==> config.mk <==
export PLATFORM = sky130hd
export DESIGN_NAME = decode_stage
export DESIGN_NICKNAME = d
export VERILOG_FILES = /design/src/rtl/decode_stage.sv
export SDC_FILE = /design/constraint.sdc
export NUM_CORES = 2
export LEC_CHECK = 0
export CELL_PAD_IN_SITES_DETAIL_PLACEMENT = 1
export CELL_PAD_IN_SITES_GLOBAL_PLACEMENT = 2
export CORE_ASPECT_RATIO = 1.25
export CORE_MARGIN = 5
export CORE_UTILIZATION = 40
export DETAILED_ROUTE_END_ITERATION = 8
export GPL_TIMING_DRIVEN = 0
export PLACE_DENSITY = 0.79
export RECOVER_POWER = 50
export REMOVE_ABC_BUFFERS = 1
export SETUP_SLACK_MARGIN = 0.4
export SKIP_CTS_REPAIR_TIMING = 1
export SLEW_MARGIN = 40
export SYNTH_ARGS = -nofsm -noshare
export SYNTH_HDL_FRONTEND = slang
export SYNTH_SLANG_ARGS = --single-unit
==> constraint.sdc <==
create_clock -name clk -period 15.8 [get_ports clk]
set_input_delay 3.95 -clock clk [delete_from_list [all_inputs] [get_ports clk]]
set_output_delay 3.95 -clock clk [all_outputs]
set_load 0.005 [all_outputs]
==> src/rtl/decode_stage.sv <==
// ---------------------------------------------------------------------------
// decode_stage
//
// MIPS pipeline decode stage. It sits between the IF/ID register and the
// execute stage and contains:
//   - a register file with combinational reads, where a write in the same
//     cycle as a read is returned directly (write-through bypass)
//   - load-use and branch-operand hazard detection
//   - early resolution of BEQ/BNE/J/JAL/JR, with branch operands forwarded
//     from the MEM stage
//   - the registered ID/EX boundary, with valid, hold and flush control
//
// Control decoding lives in the separate `control` block. Its buses arrive
// here already decoded from in_instruccion.
//
// Ports
//   clk, reset             rising-edge clock; asynchronous active-low reset
//   in_valid               IF/ID holds a real instruction
//   in_pc_branch           PC+4 of the instruction in ID
//   in_instruccion         instruction word in ID
//   in_exec/mem/wb_bus     decoded control buses for the instruction in ID
//   in_hold, in_flush      downstream freeze / squash of ID/EX
//   RegWrite,
//   write_register,
//   write_data             write-back port of the register file
//   ex_reg_write,
//   ex_mem_read, ex_dest   instruction currently in EX
//   mem_reg_write,
//   mem_mem_read,
//   mem_dest,
//   mem_fwd_data           instruction currently in MEM and its ALU result
//   out_*, execute_bus,
//   memory_bus,
//   writeBack_bus          registered ID/EX contents
//   stall_flag             combinational; IF and IF/ID must hold
//   redirect,
//   redirect_target        combinational fetch redirect (taken branch/jump)
// ---------------------------------------------------------------------------
module decode_stage #(
  parameter int len          = 32,
  parameter int n_regs       = 32,
  parameter int NB           = $clog2(n_regs),
  parameter int len_exec_bus = 11,
  parameter int len_mem_bus  = 9,
  parameter int len_wb_bus   = 2,
  parameter int mem_read_bit = 1
) (
  input  logic                    clk,
  input  logic                    reset,
  input  logic                    in_valid,
  input  logic [len-1:0]          in_pc_branch,
  input  logic [len-1:0]          in_instruccion,
  input  logic [len_exec_bus-1:0] in_exec_bus,
  input  logic [len_mem_bus-1:0]  in_mem_bus,
  input  logic [len_wb_bus-1:0]   in_wb_bus,
  input  logic                    in_hold,
  input  logic                    in_flush,
  input  logic                    RegWrite,
  input  logic [NB-1:0]           write_register,
  input  logic [len-1:0]          write_data,
  input  logic                    ex_reg_write,
  input  logic                    ex_mem_read,
  input  logic [NB-1:0]           ex_dest,
  input  logic                    mem_reg_write,
  input  logic                    mem_mem_read,
  input  logic [NB-1:0]           mem_dest,
  input  logic [len-1:0]          mem_fwd_data,
  output logic                    out_valid,
  output logic [len-1:0]          out_pc_branch,
  output logic [len-1:0]          out_reg1,
  output logic [len-1:0]          out_reg2,
  output logic [len-1:0]          out_sign_extend,
  output logic [NB-1:0]           out_rs,
  output logic [NB-1:0]           out_rt,
  output logic [NB-1:0]           out_rd,
  output logic [NB-1:0]           out_shamt,
  output logic [len_exec_bus-1:0] execute_bus,
  output logic [len_mem_bus-1:0]  memory_bus,
  output logic [len_wb_bus-1:0]   writeBack_bus,
  output logic                    stall_flag,
  output logic                    redirect,
  output logic [len-1:0]          redirect_target
);

  // -------------------------------------------------------------------------
  // Elaboration-time sanity check: MemRead must lie inside the memory bus.
  // -------------------------------------------------------------------------
  if (mem_read_bit < 0 || mem_read_bit >= len_mem_bus) begin : g_bad_mem_read_bit
    $error("decode_stage: mem_read_bit outside the memory bus");
  end

  // -------------------------------------------------------------------------
  // Opcodes and functs that matter for early resolution
  // -------------------------------------------------------------------------
  localparam logic [5:0] OP_RTYPE = 6'b000000;
  localparam logic [5:0] OP_J     = 6'b000010;
  localparam logic [5:0] OP_JAL   = 6'b000011;
  localparam logic [5:0] OP_BEQ   = 6'b000100;
  localparam logic [5:0] OP_BNE   = 6'b000101;
  localparam logic [5:0] FN_JR    = 6'b001000;

  // ID/EX boundary contents, kept together so that hold, flush and bubble
  // all act on a single register.
  typedef struct packed {
    logic                    valid;
    logic [len-1:0]          pc_branch;
    logic [len-1:0]          reg1;
    logic [len-1:0]          reg2;
    logic [len-1:0]          sign_extend;
    logic [NB-1:0]           rs;
    logic [NB-1:0]           rt;
    logic [NB-1:0]           rd;
    logic [NB-1:0]           shamt;
    logic [len_exec_bus-1:0] exec_bus;
    logic [len_mem_bus-1:0]  mem_bus;
    logic [len_wb_bus-1:0]   wb_bus;
  } idex_t;

  // -------------------------------------------------------------------------
  // Instruction fields
  // -------------------------------------------------------------------------
  logic [5:0]     opcode;
  logic [5:0]     funct;
  logic [NB-1:0]  rs_idx;
  logic [NB-1:0]  rt_idx;
  logic [NB-1:0]  rd_idx;
  logic [NB-1:0]  shamt_f;
  logic [15:0]    imm16;
  logic [25:0]    imm26;
  logic [len-1:0] sext_imm;

  assign opcode   = in_instruccion[31:26];
  assign funct    = in_instruccion[5:0];
  assign rs_idx   = NB'(in_instruccion[25:21]);
  assign rt_idx   = NB'(in_instruccion[20:16]);
  assign rd_idx   = NB'(in_instruccion[15:11]);
  assign shamt_f  = NB'(in_instruccion[10:6]);
  assign imm16    = in_instruccion[15:0];
  assign imm26    = in_instruccion[25:0];
  assign sext_imm = {{(len-16){imm16[15]}}, imm16};

  logic is_beq, is_bne, is_j, is_jal, is_jr;

  assign is_beq = (opcode == OP_BEQ);
  assign is_bne = (opcode == OP_BNE);
  assign is_j   = (opcode == OP_J);
  assign is_jal = (opcode == OP_JAL);
  assign is_jr  = (opcode == OP_RTYPE) && (funct == FN_JR);

  // -------------------------------------------------------------------------
  // Register file
  // -------------------------------------------------------------------------
  logic [len-1:0] regs_q [n_regs];

  // NOTE: the register file is cleared by reset. This costs a reset net on
  // every entry, but a freshly reset pipeline must read zeros and not
  // leftovers from before the reset.
  // NOTE: sequential state is assigned with non-blocking (<=) so that every
  // register samples its inputs from before the edge, whatever the order of
  // the always_ff blocks.
  always_ff @(posedge clk or negedge reset) begin
    if (!reset) begin
      for (int i = 0; i < n_regs; i++) begin
        regs_q[i] <= '0;
      end
    end else if (RegWrite && (write_register != '0)) begin
      regs_q[write_register] <= write_data;
    end
  end

  // Write-through bypass: a write-back to the index being read in the same
  // cycle is returned directly. Entry 0 is never written, so it always reads 0.
  logic           wr_active;
  logic [len-1:0] rf_rs;
  logic [len-1:0] rf_rt;

  assign wr_active = RegWrite && (write_register != '0);
  assign rf_rs = (wr_active && (write_register == rs_idx)) ? write_data : regs_q[rs_idx];
  assign rf_rt = (wr_active && (write_register == rt_idx)) ? write_data : regs_q[rt_idx];

  // -------------------------------------------------------------------------
  // Decode-time operands for the branch comparator and the JR target.
  // MEM can forward only an ALU result. A load in MEM has no data yet, and
  // the hazard logic stalls on it instead.
  // -------------------------------------------------------------------------
  logic           mem_fwd_ok;
  logic [len-1:0] fwd_rs;
  logic [len-1:0] fwd_rt;

  assign mem_fwd_ok = mem_reg_write && !mem_mem_read;

  always_comb begin
    if (rs_idx == '0)                           fwd_rs = '0;
    else if (mem_fwd_ok && (mem_dest == rs_idx)) fwd_rs = mem_fwd_data;
    else                                        fwd_rs = rf_rs;

    if (rt_idx == '0)                           fwd_rt = '0;
    else if (mem_fwd_ok && (mem_dest == rt_idx)) fwd_rt = mem_fwd_data;
    else                                        fwd_rt = rf_rt;
  end

  // -------------------------------------------------------------------------
  // Hazard detection
  // -------------------------------------------------------------------------
  logic uses_rs_early;   // rs is needed in ID (BEQ, BNE, JR)
  logic uses_rt_early;   // rt is needed in ID (BEQ, BNE)
  logic load_use;
  logic br_ex_haz;
  logic br_mem_haz;
  logic haz;

  assign uses_rs_early = is_beq || is_bne || is_jr;
  assign uses_rt_early = is_beq || is_bne;

  assign load_use = ex_mem_read && (ex_dest != '0) &&
                    ((ex_dest == rs_idx) || (ex_dest == rt_idx));

  // Any producer still in EX has no result reachable from ID yet.
  assign br_ex_haz = ex_reg_write && (ex_dest != '0) &&
                     ((uses_rs_early && (ex_dest == rs_idx)) ||
                      (uses_rt_early && (ex_dest == rt_idx)));

  // A load in MEM has not read memory yet. It reaches ID through the
  // write-through bypass one cycle later.
  assign br_mem_haz = mem_mem_read && (mem_dest != '0) &&
                      ((uses_rs_early && (mem_dest == rs_idx)) ||
                       (uses_rt_early && (mem_dest == rt_idx)));

  assign haz        = in_valid && (load_use || br_ex_haz || br_mem_haz);
  assign stall_flag = haz || in_hold;

  // -------------------------------------------------------------------------
  // Early branch / jump resolution
  // -------------------------------------------------------------------------
  logic [len-1:0] br_target;
  logic [len-1:0] jmp_target;

  assign br_target  = in_pc_branch + {sext_imm[len-3:0], 2'b00};
  assign jmp_target = {in_pc_branch[len-1:28], imm26, 2'b00};

  // NOTE: every output of a combinational block gets a default on entry, so
  // no path leaves a value unassigned and no latch is inferred.
  always_comb begin
    redirect        = 1'b0;
    redirect_target = '0;
    if (in_valid && !stall_flag) begin
      if ((is_beq && (fwd_rs == fwd_rt)) || (is_bne && (fwd_rs != fwd_rt))) begin
        redirect        = 1'b1;
        redirect_target = br_target;
      end else if (is_j || is_jal) begin
        redirect        = 1'b1;
        redirect_target = jmp_target;
      end else if (is_jr) begin
        redirect        = 1'b1;
        redirect_target = fwd_rs;
      end
    end
  end

  // -------------------------------------------------------------------------
  // ID/EX register: flush > hold > hazard bubble > normal load
  // -------------------------------------------------------------------------
  idex_t idex_q;
  idex_t idex_d;

  always_comb begin
    idex_d = idex_q;
    if (in_flush) begin
      idex_d = '0;
    end else if (in_hold) begin
      idex_d = idex_q;
    end else if (haz) begin
      idex_d = '0;
    end else begin
      idex_d.valid       = in_valid;
      idex_d.pc_branch   = in_pc_branch;
      // EX forwarding takes care of these, so the un-forwarded file values
      // are latched here.
      idex_d.reg1        = rf_rs;
      idex_d.reg2        = rf_rt;
      idex_d.sign_extend = sext_imm;
      idex_d.rs          = rs_idx;
      idex_d.rt          = rt_idx;
      idex_d.rd          = rd_idx;
      idex_d.shamt       = shamt_f;
      idex_d.exec_bus    = in_valid ? in_exec_bus : '0;
      idex_d.mem_bus     = in_valid ? in_mem_bus  : '0;
      idex_d.wb_bus      = in_valid ? in_wb_bus   : '0;
    end
  end

  always_ff @(posedge clk or negedge reset) begin
    if (!reset) begin
      idex_q <= '0;
    end else begin
      idex_q <= idex_d;
    end
  end

  assign out_valid       = idex_q.valid;
  assign out_pc_branch   = idex_q.pc_branch;
  assign out_reg1        = idex_q.reg1;
  assign out_reg2        = idex_q.reg2;
  assign out_sign_extend = idex_q.sign_extend;
  assign out_rs          = idex_q.rs;
  assign out_rt          = idex_q.rt;
  assign out_rd          = idex_q.rd;
  assign out_shamt       = idex_q.shamt;
  assign execute_bus     = idex_q.exec_bus;
  assign memory_bus      = idex_q.mem_bus;
  assign writeBack_bus   = idex_q.wb_bus;

endmodule

# After elaboration in Yosys (flattened, before gate mapping)
# Index checks and enable logic that the tools add are counted.
totals:
  ff_bits: 1195
  latchBits: 0
  mem_bits_rw: 0
  rom_bits: 0
  in_bits: 175
  output_inout_bits: 205
  word_cells: 135
  n_memories: 0
classes:
  add_sub_neg: 1
  multipliers: 0
  n_div: 0
  order_cmp: 4
  eq_ne: 14
  shifts: 0
  muxes: 29
  n_bitwise: 3
  n_reduce_logical: 40
op_table:
  columns: ["op", "count"]
  rows:
  - ["bitwise mux 1024 bit", 1]
  - ["2-to-1 mux 171 bit", 3]
  - ["2-to-1 mux 32 bit", 15]
  - ["binary-select mux 32 bit (select 5 bit)", 2]
  - ["demux 32 bit (select 5 bit)", 1]
  - ["adder 32 bit", 1]
  - ["== test 32 bit", 1]
  - ["!= test 32 bit", 1]
  - ["== test 5 bit", 6]
  - ["logical AND 1 bit", 22]
  - [">= comparator 6 bit, second input constant", 3]
  - ["inverter 5 -> 6 bit", 3]
  - ["nonzero test 5 bit", 3]
  - ["== test 6 x 2 -> 1 bit, second input constant", 2]
  - ["== test 6 x 3 -> 1 bit, second input constant", 2]
  - ["2-to-1 mux 11 bit", 1]
  - ["zero test 5 bit", 2]
  - ["logical OR 1 bit", 10]
  - ["2-to-1 mux 9 bit", 1]
  - ["== test 6 x 4 -> 1 bit, second input constant", 1]
  - ["zero test 6 bit", 1]
  - ["< comparator 6 x 1 -> 1 bit, second input constant", 1]
  - ["2-to-1 mux 1 bit", 4]
  - ["zero test 1 bit", 2]
  - ["other kinds (2)", 2]

# Longest topological paths before layout
depth:
  depth_word: 13
  mapped_depth: 20
  ltp_nobuf: 14

# Least setup slack after synthesis
# OpenSTA, ideal clock, no wires.
synth_path:
  path_type: "input -> output"
  start: "in in_instruccion[21]"
  end: "out redirect_target[20]"
  t_arrival_ns: 7.235
  t_required_ns: 11.850
  slack_ns: 4.615
  stages: 18
  n_path_buf: 6
  cell_sequence: "buf_6 buf_12 buf_8 buf_6 buf_6 mux2_2 o22ai_1 o22ai_1 a221oi_1 a21oi_1 xor2_1 nand4_1 a32oi_1 and4_1 a31oi_2 buf_4 o211ai_2 a21oi_1"
synth_via:
  elab_chain_cells: 12
  word_cells_on_any_way: 36
  cone_classes: "5 x eq/ne; 10 x mux; 1 x bitwise; 20 x reduce/logical"
synth_rtl:
  columns: ["element", "line_no", "text"]
  rows:
  - ["from (decl)", "52", "input logic [len-1:0] in_instruccion,"]
  - ["inverter 5 -> 6 bit (implied by the code)", "178", "assign rf_rs = (wr_active && (write_register == rs_idx)) ? write_data : regs_q[rs_idx];"]
  - ["binary-select mux 32 bit (select 5 bit)", "178", null]
  - ["2-to-1 mux 32 bit (implied by the code) (2 in a row)", "178", null]
  - ["2-to-1 mux 32 bit", "178", null]
  - ["2-to-1 mux 32 bit", "194", "else if (mem_fwd_ok && (mem_dest == rs_idx)) fwd_rs = mem_fwd_data;"]
  - ["2-to-1 mux 32 bit", "193", "if (rs_idx == '0) fwd_rs = '0;"]
  - ["== test 32 bit / != test 32 bit (equally long branches)", "247", "if ((is_beq && (fwd_rs == fwd_rt)) || (is_bne && (fwd_rs != fwd_rt))) begin"]
  - ["logical AND 1 bit", "247", null]
  - ["logical OR 1 bit", "247", null]
  - ["2-to-1 mux 32 bit", "247", null]
  - ["2-to-1 mux 32 bit *", "246", "if (in_valid && !stall_flag) begin"]
  - ["to (decl)", "82", "output logic [len-1:0] redirect_target"]
# Every way passes the cells marked *; elsewhere a longest branch is shown, timed or not. The select of a mux whose other input is x is not followed.

# Worst setup path after layout
layout_path:
  start: "in in_instruccion[21]"
  end: "out redirect_target[6]"
# The elaborated chain is that of the path after synthesis.

==> load_flow_metrics.sql <==
INSERT INTO impl_metrics (metric_group, metric, value, unit) VALUES
('power_and_ir_drop', 'internal_power', '6.44', 'mW'),
('placed_design', 'placement.io_buffers', '379', ''),
('sta', 'setup_tns', '0', 'ps'),
('flow_run', 'cap_violations', '9', ''),
('power_and_ir_drop', 'comb_power_share', '0.223', ''),
('layout', 'finalInstanceArea', '76500', 'µm²'),
('worst_hold_path', 'hold_class', 'register to register', ''),
('sta', 'timing_max_transition_violations_final', '749', ''),
('clock_tree', 'insertion_delay_to_the_later_sink_of_the_worst_skew_pair', '790', 'ps'),
('layout', 'number_of_nets_in_the_layout', '5378', ''),
('placed_design', 'global_placement_routability_congestion', '0.890', ''),
('drt', 'drt-total-wl', '261', 'mm'),
('synthesis', 'async_set_or_reset_flop_fraction_in_the_synthesized_netlist', '1.00', ''),
('global_route', 'overflow', '0', ''),
('sta', 'timing_hold_violations_final', '0', ''),
('critical_path', 'path_cells', 'buf_8 > buf_16 > buf_16 > xnor2_1 > nand3_2 > o31a_2 > a32o_1 > a21oi_1 > xor2_1 > o211ai_1 > nor4_1 > and4_1 > and4_2 > o211ai_4 > o22ai_2 > clkdlybuf4s50_1', ''),
('layout', 'drive_above_1_share', '0.360', ''),
('synthesis', 'ys_seq_elements', '1169', ''),
('sta', 'tightestPinTransition', '5980', 'ps'),
('sta', 'rsz0062_at_grt', 'false', ''),
('clock_tree', 'tritoncts', 'built', ''),
('sta', 'clock_skew', '20.1', 'ps'),
('global_route', 'first_global_vias', '50900', ''),
('sta', 'post-route-min-period', '15040', 'ps'),
('placed_design', 'dpl_cell_area', '72400', 'µm²'),
('synthesis', 'synth-edff-count', '0', ''),
('drt', 'vias', '48000', ''),
('synthesis', 'yosys_most_used_dff', 'dfrtp_1', ''),
('drt', 'drc', '0', ''),
('floorplanning', 'initial_cell_density_of_the_core', '0.403', ''),
('critical_path', 'crit_start', 'in_instruccion[21]', ''),
('critical_path', 'cp_slowest_stage_delay', '780', 'ps'),
('layout', 'finish.cell_count_without_fillers', '7361', ''),
('critical_path', 'timing.setup.critical_path_class', 'input port to output port', ''),
('floorplanning', 'dieWidth', '369', 'µm'),
('clock_tree', 'tritoncts_num_sinks', '1169', ''),
('status', 'run_status', 'finished with violations', ''),
('sta', 'final.period_utilization', '0.952', ''),
('synthesis', 'synth_sequential_area_ratio', '0.453', ''),
('critical_path', 'cp_slowest_cell', 'o31a_2', ''),
('sta', 'max_clock_freq', '66.5', 'MHz'),
('synthesis', 'synth_area', '64500', 'µm²'),
('power_and_ir_drop', 'finalPower', '9.13', 'mW'),
('drt', 'wire_per_inst', '35.5', 'µm'),
('layout', 'layout.cells.most_common', 'dfrtp_1', ''),
('clock_tree', 'path_clk_slew', '60', 'ps'),
('power_and_ir_drop', 'swShare', '0.294', ''),
('placed_design', 'pre_cts_slack', '246', 'ps'),
('floorplanning', 'rows', '164', ''),
('clock_tree', 'htree_num_levels', '4', ''),
('floorplanning', 'die_h', '459', 'µm'),
('sta', 'timing.final.ws_setup', '761', 'ps'),
('floorplanning', 'fp.dieArea', '169000', 'µm²'),
('critical_path', 'worst_ep_required_time', '11850', 'ps'),
('global_route', 'grt_antenna_before_repair', '22', ''),
('clock_tree', 'tritoncts.num_buffers', '133', ''),
('power_and_ir_drop', 'netSwitchingPower', '2.69', 'mW'),
('sta', 'setup_viol', '0', ''),
('layout', 'area_overhead_vs_synth', '18.6', '%'),
('critical_path', 'crit-reg2reg-launch', 'regs_q[346]', ''),
('synthesis', 'synthesis.instances', '5009', ''),
('critical_path', 'critPathMostFrequentCell', 'buf_16', ''),
('status', 'violations_in_the_final_reports', 'max-capacitance violations, max-slew violations', ''),
('critical_path', 'timing.critical_path.buf_inv', '4', ''),
('layout', 'layout.filler_cells', '15900', ''),
('worst_hold_path', 'hp-start', 'regs_q[1014]', ''),
('drt', 'detail-route-antenna-nets', '0', ''),
('critical_path', 'cp_top_family', 'compound AO/OA/AOI/OAI gates', ''),
('global_route', 'global_route.usage.total', '0.304', ''),
('critical_path', 'timing.critical_path.arrival', '11090', 'ps'),
('layout', 'post_route_core_utilization', '0.478', '');
[cell usage after synthesis (21+ instances only)]
master    number  area share
dfrtp_1     1169        0.45
mux2_2       870        0.15
mux4_2       457        0.16
nand2_1      385       0.022
clkbuf_1     342       0.020
o21ai_0      301       0.023
mux2i_1      136       0.021
nor2_1       127      0.0074
a22o_1       111       0.015
o22ai_1      111       0.011
buf_2         80      0.0062
a22oi_1       79      0.0092
a21oi_1       73      0.0057
buf_4         64      0.0074
xnor2_1       54      0.0073
nor3_1        47      0.0036
buf_6         42      0.0073
nand3_1       35      0.0027
ha_1          29      0.0056
inv_1         26      0.0015
nand4_1       25      0.0024
a21o_1        23      0.0027
xor2_1        21      0.0029
[sequential cells by signal, summed over array words and instances, names as in the netlist, 5 cells and up]
| signal | flops |
|---|---|
| execute_bus | 11 |
| memory_bus | 9 |
| out_pc_branch | 32 |
| out_reg1 | 32 |
| out_reg2 | 32 |
| out_rs | 5 |
| out_rt | 5 |
| out_sign_extend | 16 |
| regs_q | 1024 |
[cells by family (layout without fill, tap and decap cells)]
group	Yosys count	after routing	share of synthesized area
mux	1465	1465	0.333
other cells	0	15	0
simple gates	790	790	0.0575
flops	1169	1169	0.453
fa+ha+maj	30	30	0.00593
buf+inv	572	834	0.0449
xor+xnor	75	75	0.0102
compound gates	908	908	0.0952
[worst paths after layout]
kind | end | slack [ps] | cells after the start
min in group asynchronous | regs_q[369] | 5150 | 2
worst min-delay path | regs_q[1014] | 400 | 0
worst min register to register | regs_q[1014] | 400 | 0
worst max register to register | out_reg2[26] | 13110 | 6
max in group asynchronous | regs_q[592] | 2480 | 5
worst max-delay path | redirect_target[6] | 760 | 16
[final cells by class]
type / count / area (µm²) / share of cell area
Clock buffer: 198 / 4010 / 0.0524
Clock inverter: 35 / 399 / 0.00522
Inverter: 26 / 105 / 0.00137
Tap cell: 2075 / 2600 / 0.0339
Timing Repair Buffer: 575 / 7200 / 0.0941
Multi-Input combinational cell: 3268 / 32900 / 0.430
Sequential cell: 1169 / 29300 / 0.382
Antenna cell: 15 / 37.5 / 0.000491
[worst register-to-register path: stages, from the launching register on]
cell and delay, ps:
dfrtp_1 400, mux4_2 470, a22o_1 250, a221o_1 320, nor3_1 540, a21oi_1 320, a22o_1 270
[power by group through the flow]
stage,clock [mW],sequential [mW],combinational [mW]
final,3.18,3.91,2.04
after global routing,3.35,3.96,2.17
after CTS,3.23,3.89,2.04
after detailed placement,0,3.94,2.02
after global placement,0,3.91,2.12
after floorplan,0,3.80,1.23
[metal layers]
layer | vias to the layer above | global-route usage | share of wire
li1 | 19300 | - | -
met1 | 25800 | 0.396 | 0.40
met2 | 2192 | 0.481 | 0.46
met3 | 602 | 0.0739 | 0.082
met4 | 6 | 0.141 | 0.053
met5 | - | 0 | 0.00013
Power figures use the tool's default switching activity.
